**src/rtl/a2d_seq_pkg.sv**
```systemverilog
// Shared types and helpers for the ADC128S sweep sequencer.
package a2d_seq_pkg;

    localparam int CH_W  = 3;
    localparam int RES_W = 12;

    typedef enum logic [2:0] {
        IDLE,
        SEL,
        TX1,
        W1,
        TX2,
        W2,
        FIN
    } state_t;

    function automatic logic [15:0] mk_cmd(input logic [CH_W-1:0] ch);
        return {2'b00, ch, 11'h000};
    endfunction

    // Scans from the top down so the last hit is the lowest set bit; returns 0 for an empty mask.
    function automatic logic [CH_W-1:0] first_set(input logic [7:0] mask);
        logic [CH_W-1:0] idx;
        idx = '0;
        for (int i = 7; i >= 0; i--) begin
            if (mask[i]) idx = CH_W'(i);
        end
        return idx;
    endfunction

endpackage

```
**src/rtl/a2d_sweep_ctrl_timer.sv**
```systemverilog
// Free-running sweep period counter; held at zero while disabled.
module sweep_timer #(
    parameter int PERIOD_CLKS = 50000
) (
    input  logic clk_i,
    input  logic rst_ni,
    input  logic en_i,
    output logic expiry_o
);

    localparam int CNT_W = (PERIOD_CLKS > 2) ? $clog2(PERIOD_CLKS) : 1;
    localparam logic [CNT_W-1:0] LAST = CNT_W'(PERIOD_CLKS - 1);

    logic [CNT_W-1:0] count_q;
    logic [CNT_W-1:0] count_d;

    always_comb begin
        count_d = count_q;
        if (!en_i) begin
            count_d = '0;
        end else if (count_q == LAST) begin
            count_d = '0;
        end else begin
            count_d = count_q + CNT_W'(1);
        end
    end

    always_ff @(posedge clk_i) begin
        if (!rst_ni) begin
            count_q <= '0;
        end else begin
            count_q <= count_d;
        end
    end

    assign expiry_o = en_i && (count_q == LAST);

endmodule

```
**src/rtl/a2d_sweep_ctrl.sv**
```systemverilog
// Sweep sequencer: drives the SPI master through select/convert pairs per enabled
// ADC channel and keeps the latest 12-bit result for each channel.
module a2d_sweep_ctrl
    import a2d_seq_pkg::*;
#(
    parameter int NUM_CH      = 8,
    parameter int PERIOD_CLKS = 50000
) (
    input  logic               clk,
    input  logic               rst_n,
    input  logic               en,
    input  logic               trig,
    input  logic [7:0]         ch_mask,
    output logic               wrt,
    output logic [15:0]        cmd,
    input  logic               done,
    input  logic [15:0]        rd_data,
    input  logic [CH_W-1:0]    rd_ch,
    output logic [RES_W-1:0]   rd_res,
    output logic [7:0]         res_vld,
    output logic               busy,
    output logic               sweep_done,
    output logic               overrun
);

    localparam logic [7:0] CH_MASK_ALL = 8'((1 << NUM_CH) - 1);

    state_t            state_q, state_d;
    logic [7:0]        mask_q, mask_d;
    logic [CH_W-1:0]   ch_q, ch_d;
    logic [15:0]       cmd_q, cmd_d;
    logic              pending_q, pending_d;
    logic              overrun_q, overrun_d;
    logic [RES_W-1:0]  res_q [8];
    logic [7:0]        res_vld_q;
    logic              res_we;
    logic              expiry;
    logic              start;
    logic              unused_rd_hi;

    sweep_timer #(
        .PERIOD_CLKS(PERIOD_CLKS)
    ) u_timer (
        .clk_i   (clk),
        .rst_ni  (rst_n),
        .en_i    (en),
        .expiry_o(expiry)
    );

    assign start = trig | pending_q | expiry;

    always_comb begin
        state_d    = state_q;
        mask_d     = mask_q;
        ch_d       = ch_q;
        cmd_d      = cmd_q;
        res_we     = 1'b0;
        wrt        = 1'b0;
        busy       = 1'b0;
        sweep_done = 1'b0;
        case (state_q)
            IDLE: begin
                if (start) begin
                    state_d = SEL;
                    mask_d  = ch_mask & CH_MASK_ALL;
                end
            end
            SEL: begin
                busy = 1'b1;
                if (mask_q == 8'h00) begin
                    state_d = FIN;
                end else begin
                    ch_d    = first_set(mask_q);
                    cmd_d   = mk_cmd(ch_d);
                    mask_d  = mask_q & (mask_q - 8'h01);
                    state_d = TX1;
                end
            end
            TX1: begin
                busy    = 1'b1;
                wrt     = 1'b1;
                state_d = W1;
            end
            W1: begin
                busy = 1'b1;
                if (done) state_d = TX2;
            end
            TX2: begin
                busy    = 1'b1;
                wrt     = 1'b1;
                state_d = W2;
            end
            W2: begin
                busy = 1'b1;
                if (done) begin
                    res_we  = 1'b1;
                    state_d = (mask_q != 8'h00) ? SEL : FIN;
                end
            end
            FIN: begin
                sweep_done = 1'b1;
                state_d    = IDLE;
            end
            default: state_d = IDLE;
        endcase
    end

    // Any request outside IDLE (FIN included) is remembered once; a further expiry is the overrun.
    always_comb begin
        pending_d = pending_q;
        overrun_d = overrun_q;
        if (state_q == IDLE) begin
            pending_d = 1'b0;
        end else begin
            if (expiry && pending_q) overrun_d = 1'b1;
            if ((trig || expiry) && !pending_q) pending_d = 1'b1;
        end
    end

    always_ff @(posedge clk) begin
        if (!rst_n) begin
            state_q   <= IDLE;
            mask_q    <= '0;
            ch_q      <= '0;
            cmd_q     <= '0;
            pending_q <= 1'b0;
            overrun_q <= 1'b0;
            res_vld_q <= '0;
            for (int i = 0; i < 8; i++) begin
                res_q[i] <= '0;
            end
        end else begin
            state_q   <= state_d;
            mask_q    <= mask_d;
            ch_q      <= ch_d;
            cmd_q     <= cmd_d;
            pending_q <= pending_d;
            overrun_q <= overrun_d;
            if (res_we) begin
                res_q[ch_q]     <= rd_data[RES_W-1:0];
                res_vld_q[ch_q] <= 1'b1;
            end
        end
    end

    assign cmd          = cmd_q;
    assign overrun      = overrun_q;
    assign res_vld      = res_vld_q;
    assign rd_res       = res_q[rd_ch];
    assign unused_rd_hi = ^rd_data[15:RES_W];

endmodule

```
**config.mk**
```make
export PLATFORM = sky130hd
export DESIGN_NAME = a2d_sweep_ctrl
export DESIGN_NICKNAME = d
export VERILOG_FILES = /design/src/rtl/a2d_seq_pkg.sv /design/src/rtl/a2d_sweep_ctrl_timer.sv /design/src/rtl/a2d_sweep_ctrl.sv
export SDC_FILE = /design/constraint.sdc
export NUM_CORES = 1
export LEC_CHECK = 0
export ABC_AREA = 1
export BUFFER_PORTS_ARGS = -buffer_cell sky130_fd_sc_hd__buf_2
export CORE_MARGIN = 2
export CORE_UTILIZATION = 36
export CTS_BUF_LIST = sky130_fd_sc_hd__clkbuf_2
export DETAILED_ROUTE_END_ITERATION = 7
export GPL_TIMING_DRIVEN = 0
export PLACE_DENSITY_LB_ADDON = 0.25
export SYNTH_ARGS = -nofsm -noshare
export SYNTH_HDL_FRONTEND = slang
export SYNTH_SLANG_ARGS = --single-unit
```
**constraint.sdc**
```tcl
create_clock -name clk -period 1.85 [get_ports clk]
set_input_delay 0.37 -clock clk [delete_from_list [all_inputs] [get_ports clk]]
set_output_delay 0.37 -clock clk [all_outputs]
set_load 0.05 [all_outputs]
```
==> results.md, run 1 <==
- The reg2reg setup slack is -20 ps.
- The width of the chip is ~140 µm.
- For this run, the register share of the synthesized area comes to approximately 56%.
- For this run, the slowest stage of the critical path takes roughly 400 ps.
- The netlist uses 38 different library cells.
- Measured in cells, the most critical reg-to-reg path has a length of 10.
- The number of enable flip-flop cells after synthesis is between 90 and 100.
- The portion of total power attributed to sequential cells is 44.3%.
- For this run, the top clock speed supported by timing is roughly 460 MHz.
- The final layout contains routed wiring with a total length of around 17 mm.
- Counting along the longest clock path gives a buffer depth of 2.
- The internal power contribution is approximately 5.3 mW.
- For this run, the leading register cell type out of synthesis is sky130_fd_sc_hd__edfxtp_1.
- The async set or reset register ratio after synthesis is 0%.
- The number of violations reported at the end of detailed-routing iteration 0 is 313.
- The critical path data required time is around 1500 ps.
- The clock buffer count from CTS is 17.
- The final clock period utilization by the worst path is 118%.
- The worst setup margin is -334 ps.
- The die height is approximately 140 µm.
- In this run, synthesis produced a sequential element count of between 100 and 150.
- The path class of the tightest hold or removal check is in -> reg.
- The congestion estimate from routability-driven global placement came to 0.814.
- The slowest stage of the critical path belongs to the cell sky130_fd_sc_hd__edfxtp_1.
- The kind of capture point of the worst setup path is an output pin.
- The count of mapped cells out of synthesis is 725.
- The flow ran to the end, but the final reports show violations.
- The average detailed-routed wire length per instance is roughly 16 µm.
- The clock-pin slew of the registers on the worst-case setup and hold paths is 190 ps.
- For this run, design rule violations remaining after detail routing come to 0.
- The count of final max-slew check failures is 19.
- Combinational logic is responsible for a little under a third of the overall power.
- For the pin with the worst max-slew slack, the measured transition is 1510 ps.
- The region available for standard cell placement spans 17900 µm².
- The final reports fail on capacitance limit, slew limit, setup timing.
- TritonCTS built the clock tree.
- The H-tree generated during clock tree synthesis spans 4 levels.
- The kind of cell with the highest combined delay along the critical path is flip-flops.
- Data on the critical path arrives at its endpoint at between 1500 and 2000 ps.
- Power spread over the standard cell area amounts to 963 nW/µm².
- The root buffer cell chosen for the clock tree is sky130_fd_sc_hd__clkbuf_2.
- The top-level I/O count is 72.
- In this run the static leakage power is approximately 3.7 nW.
- Summing all non-filler instances in the final layout gives an area of between 8000 and 9000 µm².
- The hold-critical path depth is 5.
- By area the synthesized netlist is led by sky130_fd_sc_hd__edfxtp_1 44%, sky130_fd_sc_hd__dfxtp_1 12%, sky130_fd_sc_hd__nor2_1 12%.
- The number of failing setup endpoints in the final timing report is 25.
- Across the run, the number of max-cap violations was 1.
- The number of nets in the layout is approximately 900.
- The total overflow left after global routing is 0.
- From synthesis to final layout, the design area changed by 32.6%.
- The starting utilization of the core area is 36.5%.
- Leaving out fill and tap cells, the most frequent cell in the layout is sky130_fd_sc_hd__nor2_1.
- Hold is met by just under 90 ps.
- The count of cells in the finished layout, fillers not included, comes to 1111.
- The most numerous cell type found on the critical path is sky130_fd_sc_hd__nand2_1.
- Headroom to the max-slew limit came out at -0.661%.
- The later pin in the worst-skew pair is clocked with a latency of between 600 and 700 ps.
- The pin count of the biggest net entering global routing is 17.
- Counting every sink on the clock net gives 136.
- Walking the worst path, the cells encountered are o21ai_0 > o32ai_2 > nand2_1 > nand2_1 > buf_6.
- The filler cells instantiated in the layout total around 1700.
- The Yosys step of the flow raised 0 warnings.
- The via count of the first global-routing pass is 5021.
- STA classifies the critical path startpoint as a flop.
- The total instance count after detailed placement is approximately 1000.
- The placed standard-cell area is ~7100 µm².
- The number of antenna diodes in the final layout is 0.
- After floorplanning, the core was divided into 49 placement rows.
- After layout, the minimum clock period comes to between 2000 and 2500 ps.
- In this run the number of cells on the critical path is 5.
- Across the VDD grid, the largest voltage drop is ~0.96 mV.
- The number of endpoints with negative hold slack in the final report is 0.
- Counting both buffers and inverters, the worst setup path holds a total of 1.
- In the routed layout, each cell is associated on average with a via count of ~4.8.
- Setup repair after global routing could not meet its margin everywhere.
- Averaged over all synthesized cells, the footprint is 9.01 µm².
- The final route contains between 5000 and 6000 vias.
- Of all nets on the critical path, the largest fanout is 1.
- The share of power burned in the clock network is between 20% and 30%.
- Cells with a size suffix above 1 make up between 30 and 40% of the layout.
- In the layout the commonest cells are 201 x sky130_fd_sc_hd__nor2_1, 103 x sky130_fd_sc_hd__nand2_1, 96 x sky130_fd_sc_hd__edfxtp_1, 46 x sky130_fd_sc_hd__inv_1.
- After synthesis, the largest area contributor takes up 44.1% of total cell area.
- The first global-routing pass estimated around 26 mm of wire.
- In this run switching power makes up 36.1% of total power.
- Across every metal layer, demand over resource in global routing totals between 10% and 20%.
- The switching power is between 3 and 4 mW.
- The count of buffers added on input and output ports is 52.
- The cell accounting for the most synthesized area is sky130_fd_sc_hd__edfxtp_1.
- The cell area that synthesis handed to floorplanning was about 6500 µm².
- The overall die area is approximately 19000 µm².
- Detailed placement finished with a half-perimeter wire length of 11.4 mm.
- The clock tree skew after final layout is 29.3 ps.
- For this run, the detailed router's first-pass iteration total came to 4.
- Once detail routing completed, the nets flagged for antenna violations numbered 0.
- The initial antenna violation count is 0.
- The setup path with the least slack is of type reg -> out.
==> power groups by stage <==
stage	combinational (mW)	sequential [mW]	clock (mW)
finish	2.63	3.70	2.02
floorplan	1.55	3.80	0
detailed placement	2.10	3.73	0
global route	2.87	3.74	2.19
global placement	2.08	3.73	0
CTS	2.44	3.69	2.08
==> through the flow <==
| stage | TNS [ps] | util, % | power, mW | setup slack, ps |
|---|---|---|---|---|
| floorplan | 0 | - | 5.35 | 10.9 |
| global placement | -31830 | 39.9 | 5.81 | -588 |
| detailed placement | -34930 | 39.9 | 5.83 | -582 |
| CTS | -5430 | 44.5 | 8.21 | -420 |
| global route | -8160 | 48.4 | 8.80 | -475 |
| finish | -3930 | 48.4 | 8.35 | -334 |
==> worst paths after layout <==
path | start | endpoint
worst max-delay path | res_q[6][1]$_SDFFCE_PN0P_ | rd_res[1]
worst min-delay path | ch_mask[5] | mask_q[5]$_SDFFE_PN0P_
worst max register to register | state_q[1]$_SDFFE_PN0P_ | res_q[3][10]$_SDFFCE_PN0P_
worst min register to register | u_timer.count_q[0]$_SDFF_PP0_ | u_timer.count_q[0]$_SDFF_PP0_
==> worst register-to-register path, cell delays in order (launching register included) <==
cell	delay [ps]
sky130_fd_sc_hd__dfxtp_4	410
sky130_fd_sc_hd__buf_6	120
sky130_fd_sc_hd__inv_4	60
sky130_fd_sc_hd__nand2_4	60
sky130_fd_sc_hd__nor2_4	130
sky130_fd_sc_hd__nand3_4	140
sky130_fd_sc_hd__nor2_8	180
sky130_fd_sc_hd__buf_12	140
sky130_fd_sc_hd__nand2_8	60
sky130_fd_sc_hd__buf_12	170
sky130_fd_sc_hd__nand2_4	110
==> flip-flops by register name (all words and copies together) (netlist names) <==
register,flops
u_timer.count_q,16
res_q,96
res_vld,8
overrun,1
state_q,3
mask_q,8
pending_q,1
cmd,3
==> Yosys cell counts, types with 2 or more instances <==
cell type,count
sky130_fd_sc_hd__inv_1,50
sky130_fd_sc_hd__clkbuf_1,9
sky130_fd_sc_hd__nand3_4,2
sky130_fd_sc_hd__nand3_1,19
sky130_fd_sc_hd__nand3_2,2
sky130_fd_sc_hd__nor2_2,14
sky130_fd_sc_hd__o21ai_0,43
sky130_fd_sc_hd__nand2_2,2
sky130_fd_sc_hd__nor2_1,212
sky130_fd_sc_hd__nand2_1,118
sky130_fd_sc_hd__buf_4,13
sky130_fd_sc_hd__nor3_1,6
sky130_fd_sc_hd__a21oi_1,13
sky130_fd_sc_hd__edfxtp_1,96
sky130_fd_sc_hd__xnor2_1,2
sky130_fd_sc_hd__dfxtp_1,40
sky130_fd_sc_hd__nor2_8,2
sky130_fd_sc_hd__nor3b_1,2
sky130_fd_sc_hd__nand4_1,3
sky130_fd_sc_hd__buf_1,3
sky130_fd_sc_hd__buf_2,12
sky130_fd_sc_hd__buf_6,9
sky130_fd_sc_hd__o32ai_1,24
sky130_fd_sc_hd__xor2_1,4
sky130_fd_sc_hd__inv_2,4
sky130_fd_sc_hd__nand2_4,9
==> kinds of logic (layout without fill, tap and decap cells) <==
logic type               Yosys count  count (layout)  synth area share, %
AND/OR/NAND/NOR                  398             406                 27.0
AO/OA/AOI/OAI                     83              83                 7.87
adder cells (fa/ha/maj)            1               1                0.191
flip-flops                       136             136                 56.4
buffers and inverters            100             237                 7.75
other                              1              13               0.0574
XOR/XNOR                           6               6                0.804
==> repair_timing <==
| item | CTS | global route |
|---|---|---|
| buffers inserted | 6 | 37 |
| hold buffers | 10 | 0 |
| cloned | 0 | 8 |
| pin swaps | 24 | 22 |
| endpoints found under the setup margin | 112 | 122 |
| hold endpoints to repair | 10 | 0 |
| resized for setup | 105 | 62 |
==> final cells by class <==
class	instances	area [µm²]	share of cell area [%]
Clock buffer	19	95.1	1.10
Inverter	54	210	2.43
Buffer	46	380	4.39
Clock inverter	13	179	2.07
Tap cell	229	287	3.31
Timing Repair Buffer	105	920	10.6
Sequential cell	136	3700	42.8
Multi-Input combinational cell	509	2890	33.3
==> layer usage <==
metal  track usage [%]  wire length [µm]  vias to the layer above
met5                 0                 0                        -
met1              22.8              7870                     2514
met4              4.94               118                        0
met3              4.35               987                       12
li1                  -                 -                     2668
met2              28.9              8430                      142
Power figures use the tool's default switching activity.
==> inputs of run 2 (changes only) <==
CTS_BUF_LIST = default   (was sky130_fd_sc_hd__clkbuf_2)
==> run 2 against run 1 <==
The flow finishes with violations (setup timing); maximum frequency rose by 14%; cell area fell by 2.6%; first-iteration DRC count rose by 8.9%; critical endpoint is now rd_res[8]; largest cell class unchanged.
==> results.md, run 2 (synthesis gave the netlist of run 1 again) <==
- The summed area of non-filler cells in the final layout is 8440 µm² (-2.6%).
- Routed signal wires occupy layers up through met4.
- The count of final max-slew check failures came to 0 (-19).
- The number of failing setup endpoints in the final timing report is 7 (-72%).
- The number of nets in the layout is 849 (-5.9%).
- The half-perimeter wire length after detailed placement came to 11.4 mm (unchanged).
- The critical path data arrival time is 1540 ps (-270 ps).
- The shortest clock period the worst path allows after layout is 1910 ps (-273 ps).
- The antenna diode instance count is 0 (unchanged).
- The insertion delay of the later-clocked pin in the worst-skew pair is 430 ps (-260 ps).
- The top cell types in the final layout, fill and taps aside, are 205 x sky130_fd_sc_hd__nor2_1, 102 x sky130_fd_sc_hd__nand2_1, 96 x sky130_fd_sc_hd__edfxtp_1, 48 x sky130_fd_sc_hd__inv_1, 43 x sky130_fd_sc_hd__buf_2.
- The worst slack after detailed placement came to -582 ps (unchanged).
- The worst hold path begins at ch_mask[0].
- Clock tree synthesis selected as its root buffer the cell sky130_fd_sc_hd__clkbuf_16.
- The area of the placeable core came to 17900 µm² (unchanged).
- The total of buffers placed on input and output ports is 52 (unchanged).
- The final clock period utilization by the worst path is 103% (-15 points).
- The largest registers in the layout are res_q x96, u_timer.count_q x16.
- The worst IR drop on VDD is 1.03 mV (+7.5%).
- The initial antenna violation count is 0 (unchanged).
- The most critical setup path has its startpoint at rd_ch[0].
- The H-tree level count was 4 (unchanged).
- The average detailed-routed wire length per instance was 16.2 µm (+3.1%).
- The run finished, with violations left.
- The width of the chip came to 139 µm (unchanged).
- The overall routed net length is 17.1 mm (-1.8%).
- Setup repair after global routing could not meet its margin everywhere.
- The leakage power is 3.63 nW (-2.5%).
- The critical-path maximum fanout is 5 (+4).
- TritonCTS built the clock tree.
- The slew at the pin closest to its max-slew limit is 866 ps (-644 ps).
- The number of iterations in the first detailed-routing pass is 5 (+1).
- STA classifies the critical path startpoint as an input port.
- The core utilization of the finished layout is 47.1% (-1.2 points).
- The kind of capture point of the worst setup path is an output pin.
- The met1 wire length is 7.50 mm (-4.7%).
- The final RePlAce weighted congestion is 0.814 (unchanged).
- The launching point of the worst reg2reg path is state_q[1]$_SDFFE_PN0P_.
- The placed standard-cell area was 7140 µm² (unchanged).
- The worst setup margin came to -60.3 ps (+273 ps).
- The leading cell type in the layout, fill and taps excluded is sky130_fd_sc_hd__nor2_1.
- The die height is 139 µm (unchanged).
- The number of endpoints with negative hold slack in the final report is 0 (unchanged).
- The critical path data required time was 1480 ps (about the same).
- The overflow left after global routing is 0 (unchanged).
- The wire length on met3 came to 1.04 mm (+5.5%).
- The clock-pin slew of the registers on the worst-case setup and hold paths came to 60 ps (-130 ps).
- The via count of the first global-routing pass is 4997 (-0.48%).
- The global-route wire length before repair was 26.3 mm (+0.74%).
- In this run the worst hold path is classified as in -> reg.
- The clock buffer count from CTS is 17 (unchanged).
- The via total after detailed routing is 5205 (-2.5%).
- The number of buffers between clock root and the deepest sink is 2 (unchanged).
- From synthesis to final layout, the design area changed by 29.2%.
- The maximum operating frequency is 523 MHz (+14%).
- The wire length on met2 was 8.20 mm (-2.8%).
- The starting utilization of the core area was 36.5% (unchanged).
- The number of maximum-capacitance constraint violations came to 0 (-1).
- The kind of critical path is in -> out.
- The top-level I/O count is 72 (unchanged).
- The clock tree skew after final layout came to 14.5 ps (-14.8 ps).
- The DRC violation count after routing came to 0 (unchanged).
- The worst slew margin relative to its limit is 42.3% (+43 points).
- The number of clock sinks is 136 (unchanged).
- The post-detailed-route via-to-cell ratio was 4.92 (+2.4%).
- The power density over cell area is 1130 nW/µm² (+17%).
- The checks that failed: setup timing.
- The overall die area is 19200 µm² (unchanged).
- The pin count of the biggest net entering global routing is 17 (unchanged).
- The cell row count is 49 (unchanged).
- The share of final-layout standard cells stronger than drive strength 1 was 27.4% (-3.2 points).
- The number of flip-flops under the largest register name is 96 (unchanged).
- The number of violations reported at the end of detailed-routing iteration 0 is 341 (+8.9%).
- The total routing usage reported by global routing is 17.7% (+0.28 points).
- Counting flops per register, the top entry is res_q.
- The number of routed nets with antenna violations is 0 (unchanged).
==> run 2: repair_timing <==
| action | CTS | global route |
|---|---|---|
| hold buffers | 0 | 0 |
| pin swaps | 12 | 18 |
| resized for setup | 97 | 60 |
| cloned | 2 | 0 |
| buffers inserted | 3 | 3 |
| setup endpoints to repair | 109 | 117 |
==> run 2: worst max-delay path, stage by stage <==
cell	delay, ps
sky130_fd_sc_hd__buf_8	100
sky130_fd_sc_hd__buf_8	130
sky130_fd_sc_hd__buf_12	110
sky130_fd_sc_hd__buf_16	110
sky130_fd_sc_hd__nor2_1	50
sky130_fd_sc_hd__o32ai_2	270
sky130_fd_sc_hd__nand2_1	140
sky130_fd_sc_hd__nand2_2	110
sky130_fd_sc_hd__buf_6	160
==> run 2: power breakdown <==
group | switching (mW) | internal (mW)
Clock | 1.33 | 2.13
Sequential | 0.193 | 3.50
Combinational | 1.59 | 0.774
==> run 2: path summary, 6_finish.rpt <==
check,to,slack [ps],cells past startpoint
worst max-delay path,rd_res[8],-60,9
worst min-delay path,mask_q[0]$_SDFFE_PN0P_,310,5
worst max register to register,res_q[0][11]$_SDFFCE_PN0P_,80,8
worst min register to register,res_vld[6]$_SDFFE_PN0N_,440,2
==> run 2: layout make-up <==
type                       count  area (µm²)
buffer                        46         420
clock buffer                  23         522
clock inverter                 9        85.1
fill                        1689        9460
inverter                      54         205
multi-input combinational    501        2740
sequential                   136        3690
tap                          229         287
timing repair buffer          60         492
==> run 2: per-stage QoR <==
step / hold WS (ps) / setup TNS, ps / instances / total power [mW]
2_1_floorplan: 418 / 0 / 737 / 5.35
3_3_place_gp: 429 / -31830 / 1018 / 5.81
3_5_place_dp: 434 / -34930 / 1018 / 5.83
4_1_cts: 280 / -6570 / 1055 / 9.43
5_1_grt: 307 / -745 / 1058 / 9.94
6_report: 307 / -144 / 1058 / 9.51
==> run 2: per-layer routing <==
metal / vias up / GRT usage (%)
li1: 2554 / -
met1: 2433 / 23.4
met2: 188 / 27.9
met3: 30 / 4.73
met4: 0 / 6.96
met5: - / 0
